`config.mk`:
```
export PLATFORM = sky130hd
export DESIGN_NAME = enoc_switch_control_wormhole
export DESIGN_NICKNAME = d
export VERILOG_FILES = /design/src/rtl/enoc_switch_control_wormhole.sv
export SDC_FILE = /design/constraint.sdc
export NUM_CORES = 1
export LEC_CHECK = 0
export BUFFER_PORTS_ARGS = -buffer_cell sky130_fd_sc_hd__buf_2
export CORE_ASPECT_RATIO = 1.25
export CORE_MARGIN = 5
export CORE_UTILIZATION = 30
export DETAILED_ROUTE_END_ITERATION = 12
export PLACE_DENSITY = 0.44
export SLEW_MARGIN = 20
export SYNTH_ARGS = -nofsm -noshare
export SYNTH_HDL_FRONTEND = slang
export SYNTH_SLANG_ARGS = --single-unit
```
`constraint.sdc`:
```
create_clock -name clk -period 7 [get_ports clk]
set_input_delay 0 -clock clk [delete_from_list [all_inputs] [get_ports clk]]
set_output_delay 0 -clock clk [all_outputs]
set_load 0.005 [all_outputs]
```
`src/rtl/enoc_switch_control_wormhole.sv`:
```
// Credit-based wormhole crossbar controller: per-output round-robin head arbitration,
// lock from head to tail flit, and downstream credit tracking with a sticky overflow flag.
module enoc_switch_control_wormhole #(
    parameter int N       = 5,
    parameter int M       = 5,
    parameter int CREDITS = 4,
    localparam int CW     = $clog2(CREDITS + 1)
) (
    input  logic                 clk,
    input  logic                 reset_n,
    input  logic                 ce,
    input  logic [0:N-1][0:M-1]  i_output_req,
    input  logic [0:N-1]         i_tail,
    input  logic [0:M-1]         i_credit_return,
    output logic [0:M-1][0:N-1]  o_output_grant,
    output logic [0:N-1]         o_input_grant,
    output logic [0:M-1][CW-1:0] o_credit_count,
    output logic [0:M-1]         o_locked,
    output logic                 o_credit_err
);
    localparam int            PW         = (N > 1) ? $clog2(N) : 1;
    localparam logic [CW-1:0] CREDIT_MAX = CW'(CREDITS);

    logic [0:M-1][CW-1:0] credit_q, credit_d;
    logic [0:M-1]         locked_q, locked_d;
    logic [0:M-1][PW-1:0] owner_q, owner_d;
    logic [0:M-1][PW-1:0] ptr_q, ptr_d;
    logic                 err_q, err_d;

    logic [0:N-1][0:M-1]  req_eff;
    logic [0:N-1]         req_seen;
    logic [0:M-1][0:N-1]  grant;
    logic [0:M-1]         granted;
    logic [0:M-1]         rr_found;
    int                   rr_idx;

    // An illegal multi-hot request keeps only its lowest output, so no input is granted twice.
    always_comb begin
        req_eff  = '0;
        req_seen = '0;
        for (int i = 0; i < N; i++) begin
            for (int j = 0; j < M; j++) begin
                req_eff[i][j] = i_output_req[i][j] & ~req_seen[i];
                req_seen[i]   = req_seen[i] | i_output_req[i][j];
            end
        end
    end

    always_comb begin
        grant    = '0;
        rr_found = '0;
        rr_idx   = 0;
        for (int j = 0; j < M; j++) begin
            if (ce && reset_n && (credit_q[j] != '0)) begin
                if (locked_q[j]) begin
                    grant[j][owner_q[j]] = req_eff[owner_q[j]][j];
                end else begin
                    for (int off = 0; off < N; off++) begin
                        rr_idx = int'(ptr_q[j]) + off;
                        if (rr_idx >= N) rr_idx = rr_idx - N;
                        if (!rr_found[j] && req_eff[rr_idx][j]) begin
                            grant[j][rr_idx] = 1'b1;
                            rr_found[j]      = 1'b1;
                        end
                    end
                end
            end
        end
    end

    always_comb begin
        o_input_grant = '0;
        for (int i = 0; i < N; i++) begin
            for (int j = 0; j < M; j++) begin
                o_input_grant[i] = o_input_grant[i] | grant[j][i];
            end
        end
    end

    always_comb begin
        credit_d = credit_q;
        locked_d = locked_q;
        owner_d  = owner_q;
        ptr_d    = ptr_q;
        err_d    = err_q;
        granted  = '0;
        for (int j = 0; j < M; j++) begin
            granted[j] = |grant[j];
        end
        if (ce) begin
            for (int j = 0; j < M; j++) begin
                for (int i = 0; i < N; i++) begin
                    if (grant[j][i]) begin
                        locked_d[j] = ~i_tail[i];
                        if (!i_tail[i]) owner_d[j] = PW'(i);
                        // Pointer only advances on head flits so a worm never skews fairness.
                        if (!locked_q[j]) ptr_d[j] = (i == N - 1) ? '0 : PW'(i + 1);
                    end
                end
                if (granted[j] && !i_credit_return[j]) begin
                    credit_d[j] = credit_q[j] - CW'(1);
                end else if (!granted[j] && i_credit_return[j]) begin
                    if (credit_q[j] == CREDIT_MAX) err_d = 1'b1;
                    else credit_d[j] = credit_q[j] + CW'(1);
                end
            end
        end
    end

    always_ff @(posedge clk or negedge reset_n) begin
        if (!reset_n) begin
            credit_q <= {M{CREDIT_MAX}};
            locked_q <= '0;
            owner_q  <= '0;
            ptr_q    <= '0;
            err_q    <= 1'b0;
        end else begin
            credit_q <= credit_d;
            locked_q <= locked_d;
            owner_q  <= owner_d;
            ptr_q    <= ptr_d;
            err_q    <= err_d;
        end
    end

    assign o_output_grant = grant;
    assign o_credit_count = credit_q;
    assign o_locked       = locked_q;
    assign o_credit_err   = err_q;

endmodule

```
# Word-level counts from Yosys, hierarchy flattened
# Index checks and enable logic that the tools add are counted.
# op_classes
addsub	55
reduce_logical	126
order_cmp	85
n_bitwise	135
n_eq_ne	10
muxes	526
# op_table
cell	n
$mux 32	75
$ge 32x4->1 const B	25
$lt 32x1->1 const B	25
$not 32->32	25
$bmux 5 s3	30
$mux 5	87
$mux 3	137
$mux 1	143
$or 5x5->5	20
$sub 4x3->5 const B	20
$demux 1 s3	30
$ge 4x3->1 const B	20
$logic_and 1x1->1	66
$mux 4	12
$add 3x2->4 const B	10
$or 1x1->1	35
$logic_not 1->1	30
$and 5x5->5	5
$not 1->1	25
$reduce_bool 5->1	5
$reduce_or 5->1	5
$mux 2	12
$add 3x1->4 const B	5
$add 3x3->4 const B	5
14 further kinds	85
# word_totals
regBits	51
input_bits	38

# Logic depth before layout (Yosys ltp)
# logic_depth
ltp_word	49
depth_mapped	24
mapped_depth_nobuf	21

# Worst setup path after synthesis
# Ideal clock, no wire load.
# synth_timing
path_kind	reg2reg
startpoint	register ptr_q[6] (netlist bit)
endpoint	register credit_q (netlist bit o_credit_count[8])
setup_ps	75
t_arrival_ps	4914
path_stages_with_launch	23
synth_period_minus_slack_ps	4990
slack_ps	2010
path_cell_list	dfrtp_1 -> buf_2 -> inv_1 -> buf_2 -> ha_1 -> inv_1 -> ha_1 -> a21oi_4 -> mux2i_1 -> nor2_1 -> a211o_1 -> a211o_4 -> or4_4 -> o211ai_2 -> nor3b_4 -> nor2_1 -> nand3_1 -> ha_1 -> inv_1 -> fa_1 -> xnor2_1 -> nand2_1 -> xnor2_1
# synth_lines
element	line	rtl
start: declaration	27	logic [0:M-1][PW-1:0] ptr_q, ptr_d;
start signal: assignment	121	ptr_q <= ptr_d;
end signal: assignment	112	credit_q <= {M{CREDIT_MAX}};
end signal: assignment	118	credit_q <= credit_d;
end: declaration	24	logic [0:M-1][CW-1:0] credit_q, credit_d;

# Worst setup path after layout
# layout_timing
startpoint	register ptr_q[5] (netlist bit)
endpoint	register credit_q (netlist bit o_credit_count[5])
# layout_via
elab_chain_cells	36
# layout_lines
element	line	rtl
branches (longest 28 deep; another with $ge 32x4->1)	--	
$mux 5 (*)	61	if (!rr_found[j] && req_eff[rr_idx][j]) begin
$mux 5 (*)	55	if (locked_q[j]) begin
$mux 5 (*)	54	if (ce && reset_n && (credit_q[j] != '0)) begin
$reduce_or 5->1 (*)	88	granted[j] = |grant[j];
$logic_not 1->1	102	end else if (!granted[j] && i_credit_return[j]) begin
$logic_and 1x1->1	102	
$reduce_bool 2->1 (no line)	--	
$reduce_and 3->1 (no line)	--	
# Mark *: on every way between the ends. The select of a mux whose other input is x is not followed.
# A chain may end at the register's enable or synchronous reset.

==> impl_metrics.ini <==
[timing]
fmax_ghz = 0.1659
fin_crit_ps = 6027
setup_viol_count_final = 0
tightest_slew_ps = 859.6
fin_crit_sh_pct = 86.10
setup_tns_ps = 0
rsz0062_at_grt = no
fin_skew_ps = 9.936
final.setup.worst_slack_ps = 973.0
timing.slew.headroom_pct = 41.89
final-hold-violation-count = 0
slew_violations = 0

[die]
die_area_mm2 = 0.04272
initial_utilization_pct = 30.33
core_mm2 = 0.03824
die_y_um = 229.8
io_pins = 89
die_w_um = 185.9
num_rows = 80

[synthesis]
ys_async_sr_fraction_pct = 100.0
synth_top_area_share_pct = 9.924
synthesis.area_mm2 = 0.01160
ys_seq_area_share_pct = 11.06
synth.avg_cell_area_um2 = 7.168
synthTopCellsByArea = dfrtp_1, ha_1, nand2_1, a21oi_1, nor2_1
syn_inst = 1618
synth_edf_count = 0
post-synth-top-area-cell = dfrtp_1
synth_flop_cell = dfrtp_1
yosysWarnings = 0
ys_types = 120
ys_seq_elements = 51
syn_nets = 1741

[worst_hold_path]
hold_class = in -> reg
min_from = i_tail[1]

[clocking]
cts_tree = built
cts_inserted_buffers = 5
clock-sinks = 51
cts_resized = 0
clock_latency_ps = 320
cts_max_path_buffers = 2
path_clk_slew_ps = 80
cts-root-buf = clkbuf_16
htree_levels = 2

[outcome]
status = completed

[pwr]
swShare_pct = 59.87
power.leakage_nw = 5.157
p_per_area_mw_per_mm2 = 593.7
intPower_mw = 3.020
power_mw = 7.525
irDropWorstVdd_uv = 325.8
p_seq_share_pct = 9.7
p_clk_share_pct = 3.7
p_switching_mw = 4.505
combinationalPowerShare_pct = 86.6

[detailed_routing]
first_pass_iters = 5
wl_um = 46260
drt_iter0_drc = 941
drcViolationCount = 0
wl_per_cell_um = 21.51
vias_per_cell = 6.047
ant_nets = 0
vias = 13007

[layout]
multi_input_area_mm2 = 0.009577
final_nets = 1781
fin_util_pct = 33.15
final_cell_area_mm2 = 0.01267
n_fill_cell = 4206
regArea_mm2 = 0.001282
synthToLayoutAreaGrowth_pct = 9.278
drive_above_1_share_pct = 13.92
num_antenna_cells = 0

[placed_design]
io_buffers = 88
gp_congestion = 0.8961
dp_slack_ps = 1054
placed_cell_area_mm2 = 0.01249
dpl.hpwl_um = 36350

[global_routing]
track_usage_pct = 20.70
grt_max_degree = 40
grt_pass1_vias = 12472
overflow = 0
grt_pass1_wl_um = 71620
antenna_found_initial = 0

[worst_setup_path]
cp-end-kind = register
crit_fanout = 15
critPathArrivalTime_ps = 6270
cp-startpoint = ptr_q[5]$_DFFE_PN0P_
path_cells = clkinv_1, ha_1, o31a_1, o22ai_1, a211oi_1, a311o_1, o211a_1, or4_1, a31oi_1, or2_1, or3_1, ha_1, inv_1, fa_1, xnor2_1, nand2_1, xnor2_1
cpPeakStageDelay_ps = 730
critPathSlowestCell = dfrtp_1
rr_startpoint = ptr_q[5]$_DFFE_PN0P_
cp_data_required_time_ps = 7240
worst_setup_path_start_kind = register
criticalPathCategory = reg -> reg

[run]
maxCapViolations = 0
## metal layers
layer  vias up  part of all wire [%]  GRT usage [%]
met4         0                   2.9          6.241
met2       413                    48          35.07
li1       6206                     -              -
met1      6315                    44          27.74
met5         -                     0              0
met3        73                   4.7          1.944
## synthesized netlist by cell type, types with 24 or more instances
cell,count
nand2_1,146
nor2_1,133
a21oi_1,103
o21ai_0,97
inv_1,96
ha_1,75
nor3_1,62
clkbuf_1,46
dfrtp_1,46
nand3_1,45
mux2i_1,37
nor2b_1,32
a31oi_1,31
buf_2,30
nand2b_1,27
xnor2_1,27
o31ai_1,26
a211oi_1,24
## stage by stage
| step | cells | hold WS [ps] |
|---|---|---|
| floorplan | 1618 | -295.6 |
| global placement | 2142 | -36.71 |
| detailed placement | 2142 | -20.49 |
| CTS | 2151 | 114.8 |
| global route | 2151 | 141.1 |
| finish | 2151 | 135.4 |
## final timing paths
| check | to | slack, ps | depth (start not counted) |
|---|---|---|---|
| worst min-delay path | owner_q[7]$_DFFE_PN0P_ | 140 | 4 |
| max in group asynchronous | o_credit_count[8]$_DFFE_PN1P_ | 6130 | 3 |
| min in group asynchronous | ptr_q[9]$_DFFE_PN0P_ | 160 | 2 |
| worst min register to register | o_credit_count[14]$_DFFE_PN1P_ | 510 | 1 |
| worst max-delay path | o_credit_count[5]$_DFFE_PN1P_ | 970 | 17 |
| worst max register to register | o_credit_count[5]$_DFFE_PN1P_ | 970 | 17 |
## cell type report
type | count | area share, %
timing repair buffer | 120 | 5.390
inverter | 98 | 2.902
tap | 492 | 4.857
clock inverter | 3 | 0.1876
sequential | 51 | 10.12
clock buffer | 5 | 0.9872
multi-input combinational | 1382 | 75.56
## power by group through the flow
stage | clock network (mW) | registers [mW] | logic, mW
after CTS | 0.283 | 0.727 | 6.42
after floorplan | 0 | 0.616 | 4.92
final | 0.277 | 0.734 | 6.51
after global routing | 0.294 | 0.760 | 7.14
after detailed placement | 0 | 0.731 | 6.39
after global placement | 0 | 0.732 | 6.40
## placed cells by master (no fill, tap or decap), types with 31 or more instances in the layout
cell       n
mux2i_1   37
buf_4     31
buf_2     88
inv_1     96
nor2_1   133
nor2b_1   32
dfrtp_1   46
nand3_1   45
ha_1      75
a31oi_1   31
nor3_1    62
o21ai_0   97
nand2_1  146
a21oi_1  103
## cells by family after synthesis
logic type | Yosys count | synth area share, %
flops | 51 | 11.06
compound gates | 559 | 34.89
xor+xnor | 37 | 2.794
simple gates | 652 | 30.30
mux | 49 | 4.498
buf+inv | 185 | 6.645
fa+ha+maj | 85 | 9.817
## timing repair
| action | CTS | global route |
|---|---|---|
| hold buffers | 1 | 0 |
| buffers inserted | 0 | 0 |
| endpoints found under the hold margin | 16 | 0 |
| endpoints found under the setup margin | 0 | 0 |
## registers in the layout, indices dropped and copies added (netlist names)
| register | flops |
|---|---|
| o_locked | 5 |
| o_credit_count | 15 |
| ptr_q | 15 |
| o_credit_err | 1 |
| owner_q | 15 |
## critical path: cells and delay by family (launching register included)
kind	cells	cell delay [ps]
AO/OA/AOI/OAI	6	2010
adder cells (fa/ha/maj)	3	1190
AND/OR/NAND/NOR	4	1090
flip-flops	1	730
buffers and inverters	2	610
XOR/XNOR	2	320
No activity file was read; power rests on OpenSTA's default activity.
